File: src/rtl/alu_seq_if.sv
// Operand/result handshake bundle for alu_seq.
// master = operand issuer / result consumer, slave = the ALU.
interface alu_seq_if #(
  parameter int WIDTH = 8
);
  logic             in_valid;
  logic             in_ready;
  logic [WIDTH-1:0] A;
  logic [WIDTH-1:0] B;
  logic [3:0]       Sel;
  logic             out_valid;
  logic             out_ready;
  logic [WIDTH-1:0] Y;
  logic             carry;
  logic             overflow;
  logic             zero;
  logic             negative;
  logic             busy;

  modport master (
    output in_valid, A, B, Sel, out_ready,
    input  in_ready, out_valid, Y, carry, overflow, zero, negative, busy
  );

  modport slave (
    input  in_valid, A, B, Sel, out_ready,
    output in_ready, out_valid, Y, carry, overflow, zero, negative, busy
  );
endinterface

File: src/rtl/alu_seq.sv
// Registered, handshaked WIDTH-bit ALU with shifts/rotate, compare and a
// multi-cycle unsigned shift-add multiplier. One result register feeds the
// writeback stage; results leave in acceptance order.
module alu_seq #(
  parameter int WIDTH = 8
) (
  input logic      clk,
  input logic      rst,
  alu_seq_if.slave bus
);
  localparam int SHW = $clog2(WIDTH);
  localparam int CW  = $clog2(WIDTH + 1);

  localparam logic [3:0] OP_ADD  = 4'b0000;
  localparam logic [3:0] OP_SUB  = 4'b0001;
  localparam logic [3:0] OP_AND  = 4'b0010;
  localparam logic [3:0] OP_OR   = 4'b0011;
  localparam logic [3:0] OP_XOR  = 4'b0100;
  localparam logic [3:0] OP_NAND = 4'b0101;
  localparam logic [3:0] OP_NOR  = 4'b0110;
  localparam logic [3:0] OP_XNOR = 4'b0111;
  localparam logic [3:0] OP_NOT  = 4'b1000;
  localparam logic [3:0] OP_SHL  = 4'b1001;
  localparam logic [3:0] OP_SHR  = 4'b1010;
  localparam logic [3:0] OP_SRA  = 4'b1011;
  localparam logic [3:0] OP_ROL  = 4'b1100;
  localparam logic [3:0] OP_CMP  = 4'b1101;
  localparam logic [3:0] OP_MUL  = 4'b1110;

  typedef enum logic {IDLE, MUL} state_t;

  state_t             state_reg;
  logic [WIDTH-1:0]   y_reg;
  logic               carry_reg;
  logic               overflow_reg;
  logic               zero_reg;
  logic               negative_reg;
  logic               out_valid_reg;
  logic [2*WIDTH-1:0] acc_reg;
  logic [2*WIDTH-1:0] mcand_reg;
  logic [WIDTH-1:0]   mplier_reg;
  logic [CW-1:0]      cnt_reg;

  logic               in_ready_w;
  logic               accept;
  logic [WIDTH-1:0]   res_y;
  logic               res_c;
  logic               res_v;
  logic [WIDTH:0]     sum;
  logic [WIDTH:0]     diff;
  logic [2*WIDTH-1:0] rol_tmp;
  logic [SHW-1:0]     sh_amt;
  logic               big_shift;

  // Accept only when idle and the result register is empty or draining now.
  assign in_ready_w = !rst && (state_reg == IDLE) && (!out_valid_reg || bus.out_ready);
  assign accept     = bus.in_valid && in_ready_w;

  assign bus.in_ready  = in_ready_w;
  assign bus.out_valid = out_valid_reg;
  assign bus.Y         = y_reg;
  assign bus.carry     = carry_reg;
  assign bus.overflow  = overflow_reg;
  assign bus.zero      = zero_reg;
  assign bus.negative  = negative_reg;
  assign bus.busy      = (state_reg == MUL);

  // WIDTH is a power of two, so B >= WIDTH exactly when any bit above the
  // shift-amount field is set.
  assign sh_amt    = bus.B[SHW-1:0];
  assign big_shift = |bus.B[WIDTH-1:SHW];

  // Single-cycle datapath: result and ADD/SUB flags for the presented op.
  always_comb begin
    res_y   = '0;
    res_c   = 1'b0;
    res_v   = 1'b0;
    sum     = {1'b0, bus.A} + {1'b0, bus.B};
    diff    = {1'b0, bus.A} - {1'b0, bus.B};
    rol_tmp = {bus.A, bus.A} << sh_amt;
    case (bus.Sel)
      OP_ADD: begin
        res_y = sum[WIDTH-1:0];
        res_c = sum[WIDTH];
        res_v = (bus.A[WIDTH-1] == bus.B[WIDTH-1]) && (sum[WIDTH-1] != bus.A[WIDTH-1]);
      end
      OP_SUB: begin
        res_y = diff[WIDTH-1:0];
        res_c = diff[WIDTH];
        res_v = (bus.A[WIDTH-1] != bus.B[WIDTH-1]) && (diff[WIDTH-1] != bus.A[WIDTH-1]);
      end
      OP_AND:  res_y = bus.A & bus.B;
      OP_OR:   res_y = bus.A | bus.B;
      OP_XOR:  res_y = bus.A ^ bus.B;
      OP_NAND: res_y = ~(bus.A & bus.B);
      OP_NOR:  res_y = ~(bus.A | bus.B);
      OP_XNOR: res_y = ~(bus.A ^ bus.B);
      OP_NOT:  res_y = ~bus.A;
      OP_SHL:  res_y = big_shift ? '0 : (bus.A << sh_amt);
      OP_SHR:  res_y = big_shift ? '0 : (bus.A >> sh_amt);
      OP_SRA:  res_y = big_shift ? {WIDTH{bus.A[WIDTH-1]}}
                                 : WIDTH'($signed(bus.A) >>> sh_amt);
      OP_ROL:  res_y = rol_tmp[2*WIDTH-1:WIDTH];
      OP_CMP: begin
        res_y[0] = $signed(bus.A) < $signed(bus.B);
        res_y[1] = bus.A < bus.B;
        res_y[2] = bus.A == bus.B;
      end
      default: res_y = '0;
    endcase
  end

  // Control FSM plus result register: single-cycle ops write on the accept
  // edge, MUL iterates WIDTH times and writes on the following edge.
  always_ff @(posedge clk) begin
    if (rst) begin
      state_reg     <= IDLE;
      out_valid_reg <= 1'b0;
      y_reg         <= '0;
      carry_reg     <= 1'b0;
      overflow_reg  <= 1'b0;
      zero_reg      <= 1'b0;
      negative_reg  <= 1'b0;
      acc_reg       <= '0;
      mcand_reg     <= '0;
      mplier_reg    <= '0;
      cnt_reg       <= '0;
    end else begin
      // A consumed result frees the register unless a completion refills it below.
      if (bus.out_ready) out_valid_reg <= 1'b0;
      case (state_reg)
        IDLE: begin
          if (accept) begin
            if (bus.Sel == OP_MUL) begin
              mcand_reg  <= {{WIDTH{1'b0}}, bus.A};
              mplier_reg <= bus.B;
              acc_reg    <= '0;
              cnt_reg    <= CW'(WIDTH);
              state_reg  <= MUL;
            end else begin
              y_reg         <= res_y;
              carry_reg     <= res_c;
              overflow_reg  <= res_v;
              zero_reg      <= (res_y == '0);
              negative_reg  <= res_y[WIDTH-1];
              out_valid_reg <= 1'b1;
            end
          end
        end
        MUL: begin
          if (cnt_reg == '0) begin
            y_reg         <= acc_reg[WIDTH-1:0];
            carry_reg     <= |acc_reg[2*WIDTH-1:WIDTH];
            overflow_reg  <= |acc_reg[2*WIDTH-1:WIDTH];
            zero_reg      <= (acc_reg[WIDTH-1:0] == '0);
            negative_reg  <= acc_reg[WIDTH-1];
            out_valid_reg <= 1'b1;
            state_reg     <= IDLE;
          end else begin
            if (mplier_reg[0]) acc_reg <= acc_reg + mcand_reg;
            mcand_reg  <= mcand_reg << 1;
            mplier_reg <= mplier_reg >> 1;
            cnt_reg    <= cnt_reg - 1'b1;
          end
        end
        default: state_reg <= IDLE;
      endcase
    end
  end
endmodule

File: src/flat_wrapper.sv
// flat-port wrapper written by rule: the top's interface ports become plain ports
module alu_seq_flat 
#(
  parameter int WIDTH = 8
)
  (clk, rst, bus_in_valid, bus_A, bus_B, bus_Sel, bus_out_ready, bus_in_ready, bus_out_valid, bus_Y, bus_carry, bus_overflow, bus_zero, bus_negative, bus_busy);
  alu_seq_if #(.WIDTH(WIDTH)) bus_i ();
  input logic clk;
  input logic rst;
  input wire logic [$bits(bus_i.in_valid)-1:0] bus_in_valid;
  input wire logic [$bits(bus_i.A)-1:0] bus_A;
  input wire logic [$bits(bus_i.B)-1:0] bus_B;
  input wire logic [$bits(bus_i.Sel)-1:0] bus_Sel;
  input wire logic [$bits(bus_i.out_ready)-1:0] bus_out_ready;
  output wire logic [$bits(bus_i.in_ready)-1:0] bus_in_ready;
  output wire logic [$bits(bus_i.out_valid)-1:0] bus_out_valid;
  output wire logic [$bits(bus_i.Y)-1:0] bus_Y;
  output wire logic [$bits(bus_i.carry)-1:0] bus_carry;
  output wire logic [$bits(bus_i.overflow)-1:0] bus_overflow;
  output wire logic [$bits(bus_i.zero)-1:0] bus_zero;
  output wire logic [$bits(bus_i.negative)-1:0] bus_negative;
  output wire logic [$bits(bus_i.busy)-1:0] bus_busy;
  assign bus_i.in_valid = bus_in_valid;
  assign bus_i.A = bus_A;
  assign bus_i.B = bus_B;
  assign bus_i.Sel = bus_Sel;
  assign bus_i.out_ready = bus_out_ready;
  assign bus_in_ready = bus_i.in_ready;
  assign bus_out_valid = bus_i.out_valid;
  assign bus_Y = bus_i.Y;
  assign bus_carry = bus_i.carry;
  assign bus_overflow = bus_i.overflow;
  assign bus_zero = bus_i.zero;
  assign bus_negative = bus_i.negative;
  assign bus_busy = bus_i.busy;
  alu_seq #(.WIDTH(WIDTH)) u_core (.clk(clk), .rst(rst), .bus(bus_i));
endmodule
File: config.mk
export PLATFORM = sky130hd
export DESIGN_NAME = alu_seq_flat
export DESIGN_NICKNAME = d
export VERILOG_FILES = /design/src/rtl/alu_seq_if.sv /design/src/rtl/alu_seq.sv /design/src/flat_wrapper.sv
export SDC_FILE = /design/constraint.sdc
export NUM_CORES = 1
export LEC_CHECK = 0
export ABC_CLOCK_PERIOD_IN_PS = 4400
export BUFFER_PORTS_ARGS = -buffer_cell sky130_fd_sc_hd__clkbuf_2
export CORE_ASPECT_RATIO = 0.75
export CORE_MARGIN = 1.5
export CORE_UTILIZATION = 51
export CTS_CLUSTER_DIAMETER = 30
export DETAILED_ROUTE_END_ITERATION = 10
export GPL_TIMING_DRIVEN = 0
export PLACE_DENSITY_LB_ADDON = 0.05
export SETUP_SLACK_MARGIN = 0.15
export SLEW_MARGIN = 25
export SYNTH_ARGS = -nofsm -noshare
export SYNTH_HDL_FRONTEND = slang
export SYNTH_SLANG_ARGS = --single-unit
File: constraint.sdc
create_clock -name clk -period 4.4 [get_ports clk]
set_input_delay 0.22 -clock clk [delete_from_list [all_inputs] [get_ports clk]]
set_output_delay 0.22 -clock clk [all_outputs]
set_load 0.005 [all_outputs]
# Word level (Yosys, flattened, before mapping)

Cells that the tools add are included.

Register bits: 58
Bits of input ports: 24
Output and inout port bits: 15
Logic and storage cells: 123

$add $sub $neg: 4
Magnitude comparators: 2
Eq/ne operators: 25
Shift operators: 4
Muxes and demuxes: 52
Bitwise gates (word level): 8
Reductions and logical operators: 17

Operators with widths:

| operator           | number |
|---|---|
| $mux 16            | 7 |
| $mux 8             | 9 |
| $pmux 5 s13        | 1 |
| $pmux 16 s2        | 2 |
| $pmux 3 s14        | 1 |
| $not 8->8          | 4 |
| $pmux 8 s2         | 2 |
| $eq 4x4->1 const B | 7 |
| $mux 1             | 18 |
| $add 16x16->16     | 1 |
| $eq 4x3->1 const B | 4 |
| $logic_not 8->1    | 2 |
| $lt 8x8->1         | 2 |
| $pmux 1 s2         | 8 |
| $shl 16x3->16      | 1 |
| $mux 4             | 3 |
| $ne 2x2->1 const B | 5 |
| $add 8x8->9        | 1 |
| $sub 8x8->9        | 1 |
| $and 8x8->8        | 1 |
| $eq 4x2->1 const B | 2 |
| $eq 8x8->1         | 1 |
| $logic_not 4->1    | 2 |
| $or 8x8->8         | 1 |
| 18 further kinds   | 26 |

# Longest topological paths before layout

Depth after elaboration: 7
Depth in mapped cells: 12
Depth with buffers taken out: 11

# Worst setup path before layout

OpenSTA, ideal clock, no wires.

Kind: in2reg
Start point: input port bus_B[1]
End point: register u_core.y_reg[5], in the netlist u_core.bus.Y[5]
Library setup time: 128 ps
Arrival time: 2,517 ps
Data required time: 4,272 ps
Setup slack: 1,755 ps
Stages on the path: 10
Path buffers: 1
Path through: buf_6 > clkinv_1 > ha_1 > a211oi_1 > o21bai_1 > a21o_1 > a221o_1 > a2111oi_1 > o21a_1 > o31ai_1

Longest elaborated chain between the ends: 6
Elaborated cells on any way between the ends: 13
Classes of those cells: 2 x add/sub; 4 x shift; 7 x mux

RTL lines:

| item                                                | line               | RTL |
|---|---|---|
| start, declared                                     | flat_wrapper.sv:12 | `input wire logic [$bits(bus_i.B)-1:0] bus_B;` |
| branches (longest 2 deep; another with $sub 8x8->9) | -                  |  |
| $pmux 5 s13 (*)                                     | alu_seq.sv:81      | `case (bus.Sel)` |
| $mux 8 (*)                                          | alu_seq.sv:134     | `if (bus.Sel == OP_MUL) begin` |
| $mux 8 (*)                                          | alu_seq.sv:133     | `if (accept) begin` |
| $pmux 8 s2 (*)                                      | alu_seq.sv:131     | `case (state_reg)` |
| end signal, assigned                                | alu_seq.sv:141     | `y_reg <= res_y;` |
| end signal, assigned                                | alu_seq.sv:152     | `y_reg <= acc_reg[WIDTH-1:0];` |
| end, declared                                       | alu_seq.sv:33      | `logic [WIDTH-1:0] y_reg;` |

Every way passes the cells marked *. The select of a mux whose other input is x is not followed.
A chain may end at the register's enable or synchronous reset.

# Final worst setup path

Start point: input port bus_B[1]
End point: register u_core.zero_reg, in the netlist u_core.bus.zero

Longest elaborated chain between the ends: 7
Elaborated cells on any way between the ends: 24
Classes of those cells: 2 x add/sub; 2 x order compare; 1 x eq/ne; 4 x shift; 8 x mux; 6 x bitwise; 1 x reduce/logical

RTL lines:

| item                                                | line           | RTL |
|---|---|---|
| branches (longest 3 deep; another with $sub 8x8->9) | -              |  |
| $logic_not 8->1 (*)                                 | alu_seq.sv:144 | `zero_reg <= (res_y == '0);` |
| $mux 1 (*)                                          | alu_seq.sv:134 |  |
| $mux 1 (*)                                          | alu_seq.sv:133 |  |
| $pmux 1 s2 (*)                                      | alu_seq.sv:131 |  |
| end signal, assigned                                | alu_seq.sv:144 |  |
| end signal, assigned                                | alu_seq.sv:155 | `zero_reg <= (acc_reg[WIDTH-1:0] == '0);` |
| end, declared                                       | alu_seq.sv:36  | `logic zero_reg;` |

Marked as above.

==> results.toml <==
[outcome]
status = "completed"

[synth]
netlist_area_um2 = 5533
yosysSeqAreaShare = 0.2062
ys_warn_count = 0
synth_cells = 714
synth.area.top_cells = "dfxtp_1 21%, ha_1 9.5%, nor2_1 4.6%"
ys_async_sr_fraction = 0
synth_nets = 783
ys_types = 89
synth_largest_area_cell = "dfxtp_1"
syn_area_per_cell_um2 = 7.749
ys_ff_latch = 57
netlist.area_leader.share = 0.2062
ys.flop_type = "dfxtp_1"
synth_enable_flop_cells = 0

[floorplanning]
die_w_um = 123.3
initial_utilization = 0.5315
core_um2 = 10410
die_area_um2 = 11490
rows = 32
fp.dieH_um = 93.20
ios = 39

[min_path]
hp-start = "bus_out_ready"
hp-class = "input port to flop"
min_path_cells = 3
holdPathEnd = "u_core.bus.out_valid$_SDFF_PP0_"

[drt]
top_layer = "met5"
vias = 6027
wl_met2_um = 7793
avgRoutedWirePerCell_um = 22.75
wl_met1_um = 9323
dr.first_iter.drc_count = 656
dr_wl_met3_um = 3101
viasPerCell = 6.682
drt_pre_antenna_iters = 5
wl_um = 20530
antenna_left = 0
drc = 0

[global_route]
grtUsageTotal = 0.3690
antenna_found_initial = 0
grt_overflow = 0
grt_pass1_vias = 5503
grt_max_degree = 12
grt_pass1_wl_um = 31470

[sta]
final_max_slew_viol_count = 0
fin_tns_setup_ps = 0
finalSetupViolCount = 0
fin_crit_ps = 3540
timing.final.crit_share = 0.8046
rsz0062_at_grt = "no"
fmax_mhz = 282.5
slew_headroom = 0.3549
worst_slack_ps = 859.8
holdWs_ps = 205.0
skew_ps = 4.417
tightest_slew_ps = 943.2
finalHoldViolations = 0

[pwr]
power_density_nw_per_um2 = 259.4
p_seq_frac = 0.331
clkPwrFrac = 0.428
combPwrFrac = 0.240
vdd_drop_max_uv = 240.5
power_mw = 1.601
p_leak_nw = 2.463
internal_power_mw = 1.114
sw_frac_of_total = 0.3045
switchingPower_uw = 487.6

[clocking]
cts.path.max_buffers = 2
cts_buffers = 9
htreeDepth = 3
cts_tree = "built"
clk_pin_slew_worst_paths_ps = 50
clk_latency_ps = 330
cts_hold_buffers = 0
postCtsSetupRepairBufs = 0
cts_root_buf = "clkbuf_16"
post_cts_resized = 0
clock_sinks = 57

[worst_setup_path]
r2r_slack_ps = 1700
worst_setup_path_start_kind = "input port"
cp_num_buf_inv = 3
critPathTopFamily = "compound AO/OA/AOI/OAI gates"
cp.arrival_ps = 3770
cp.required_ps = 4630
cp_max_fo = 10
crit_chain = "clkbuf_2 > buf_6 > clkinv_1 > fa_1 > nor3b_2 > nor3_1 > o31ai_2 > a2111oi_0 > or4_4 > nor3_2 > a41o_1"
cpPeakStageDelay_ps = 880
reg2reg_to = "u_core.acc_reg[14]$_SDFFE_PP0P_"
cp-end-kind = "flop"
reg2reg_depth = 8
worstReg2RegStart = "u_core.bus.busy$_SDFF_PP0_"
slowest_stage = "a2111oi_0"
critPathKind = "input port to flop"

[layout]
mostFrequentLayoutCells = "68 x nor2_1, 60 x nand2_1, 57 x dfxtp_1, 49 x a21oi_1, 42 x ha_1"
nFillCells = 978
syn2layout_area_growth_pct = 11.58
antenna_cells = 0
final_nets = 830
drive_gt1_frac = 0.1319
final_common_cell = "nor2_1"

[placement]
gp_congestion = 0.9926
dp_hpwl_um = 15810
port_buffers = 36
pre_cts_slack_ps = 662.5

[flow_run]
drv_cap = 0
-- power by group through the flow --
stage                     Combinational, mW  Clock, mW  Sequential (mW)
final                                 0.385      0.686            0.530
after global routing                  0.408      0.712            0.531
after CTS                             0.368      0.688            0.530
after detailed placement              0.365          0            0.540
after global placement                0.365          0            0.540
after floorplan                       0.244          0            0.540
-- through the flow --
| stage | utilization | instance area, µm² | cells |
|---|---|---|---|
| after CTS | 0.5930 | 6173 | 902 |
| after detailed placement | 0.5651 | 5883 | 886 |
| after global routing | 0.5930 | 6173 | 902 |
| final | 0.5930 | 6173 | 902 |
| after global placement | 0.5651 | 5883 | 886 |
| after floorplan | - | 5533 | 714 |
-- worst max path at each step --
stage	slack, ps	from	endpoint	cells past startpoint
detailed placement	660	bus_B[1]	u_core.bus.zero$_SDFFE_PP0P_	11
global route	730	bus_B[1]	u_core.bus.Y[0]$_SDFFE_PP0P_	11
floorplan	1750	bus_B[1]	u_core.bus.Y[5]$_SDFFE_PP0P_	10
finish	860	bus_B[1]	u_core.bus.zero$_SDFFE_PP0P_	11
global placement	670	bus_B[1]	u_core.bus.zero$_SDFFE_PP0P_	11
CTS	990	bus_B[1]	u_core.bus.zero$_SDFFE_PP0P_	11
-- kinds of logic after synthesis --
family          count (synthesis)  share of synthesized area
fa+ha+maj                      45                     0.1058
buf+inv                        87                    0.07055
xor+xnor                       14                    0.02216
compound gates                231                     0.2947
simple gates                  247                     0.2284
mux                            33                    0.07214
flops                          57                     0.2062
-- worst min-delay path, delay by kind of cell --
family,cells,cell delay [ps]
buffers and inverters,1,80
AND/OR/NAND/NOR,1,120
AO/OA/AOI/OAI,1,70
-- layer usage --
layer  vias to the layer above  GRT usage
li1                       2772          -
met1                      2831     0.5585
met2                       395     0.4741
met3                        27     0.1470
met4                         2    0.08046
met5                         -    0.03846
-- cell type report --
| cell class | count | area, µm² | share of cell area |
|---|---|---|---|
| Clock inverter | 3 | 40.04 | 0.006486 |
| Multi-Input combinational cell | 570 | 4001 | 0.6482 |
| Sequential cell | 57 | 1141 | 0.1848 |
| Timing Repair Buffer | 36 | 180.2 | 0.02919 |
| Inverter | 35 | 131.4 | 0.02128 |
| Buffer | 52 | 259.0 | 0.04195 |
| Tap cell | 136 | 170.2 | 0.02756 |
| Clock buffer | 13 | 250.2 | 0.04054 |
-- cells in the mapped netlist (7+ instances only) --
cell,count
nand3_1,19
clkbuf_1,25
nor4_1,9
a22oi_1,16
a2bb2oi_1,8
nand4_1,7
a21oi_1,49
nor3_1,17
inv_1,33
a21o_1,9
nand2_1,60
a211oi_1,23
mux2i_1,23
o211ai_1,12
nand2b_1,18
nor2b_1,7
o21ai_0,29
xnor2_1,10
buf_2,21
a31oi_1,10
dfxtp_1,57
ha_1,42
or3_1,7
nor2_1,68
o21a_1,9
No activity file was read; power rests on OpenSTA's default activity.
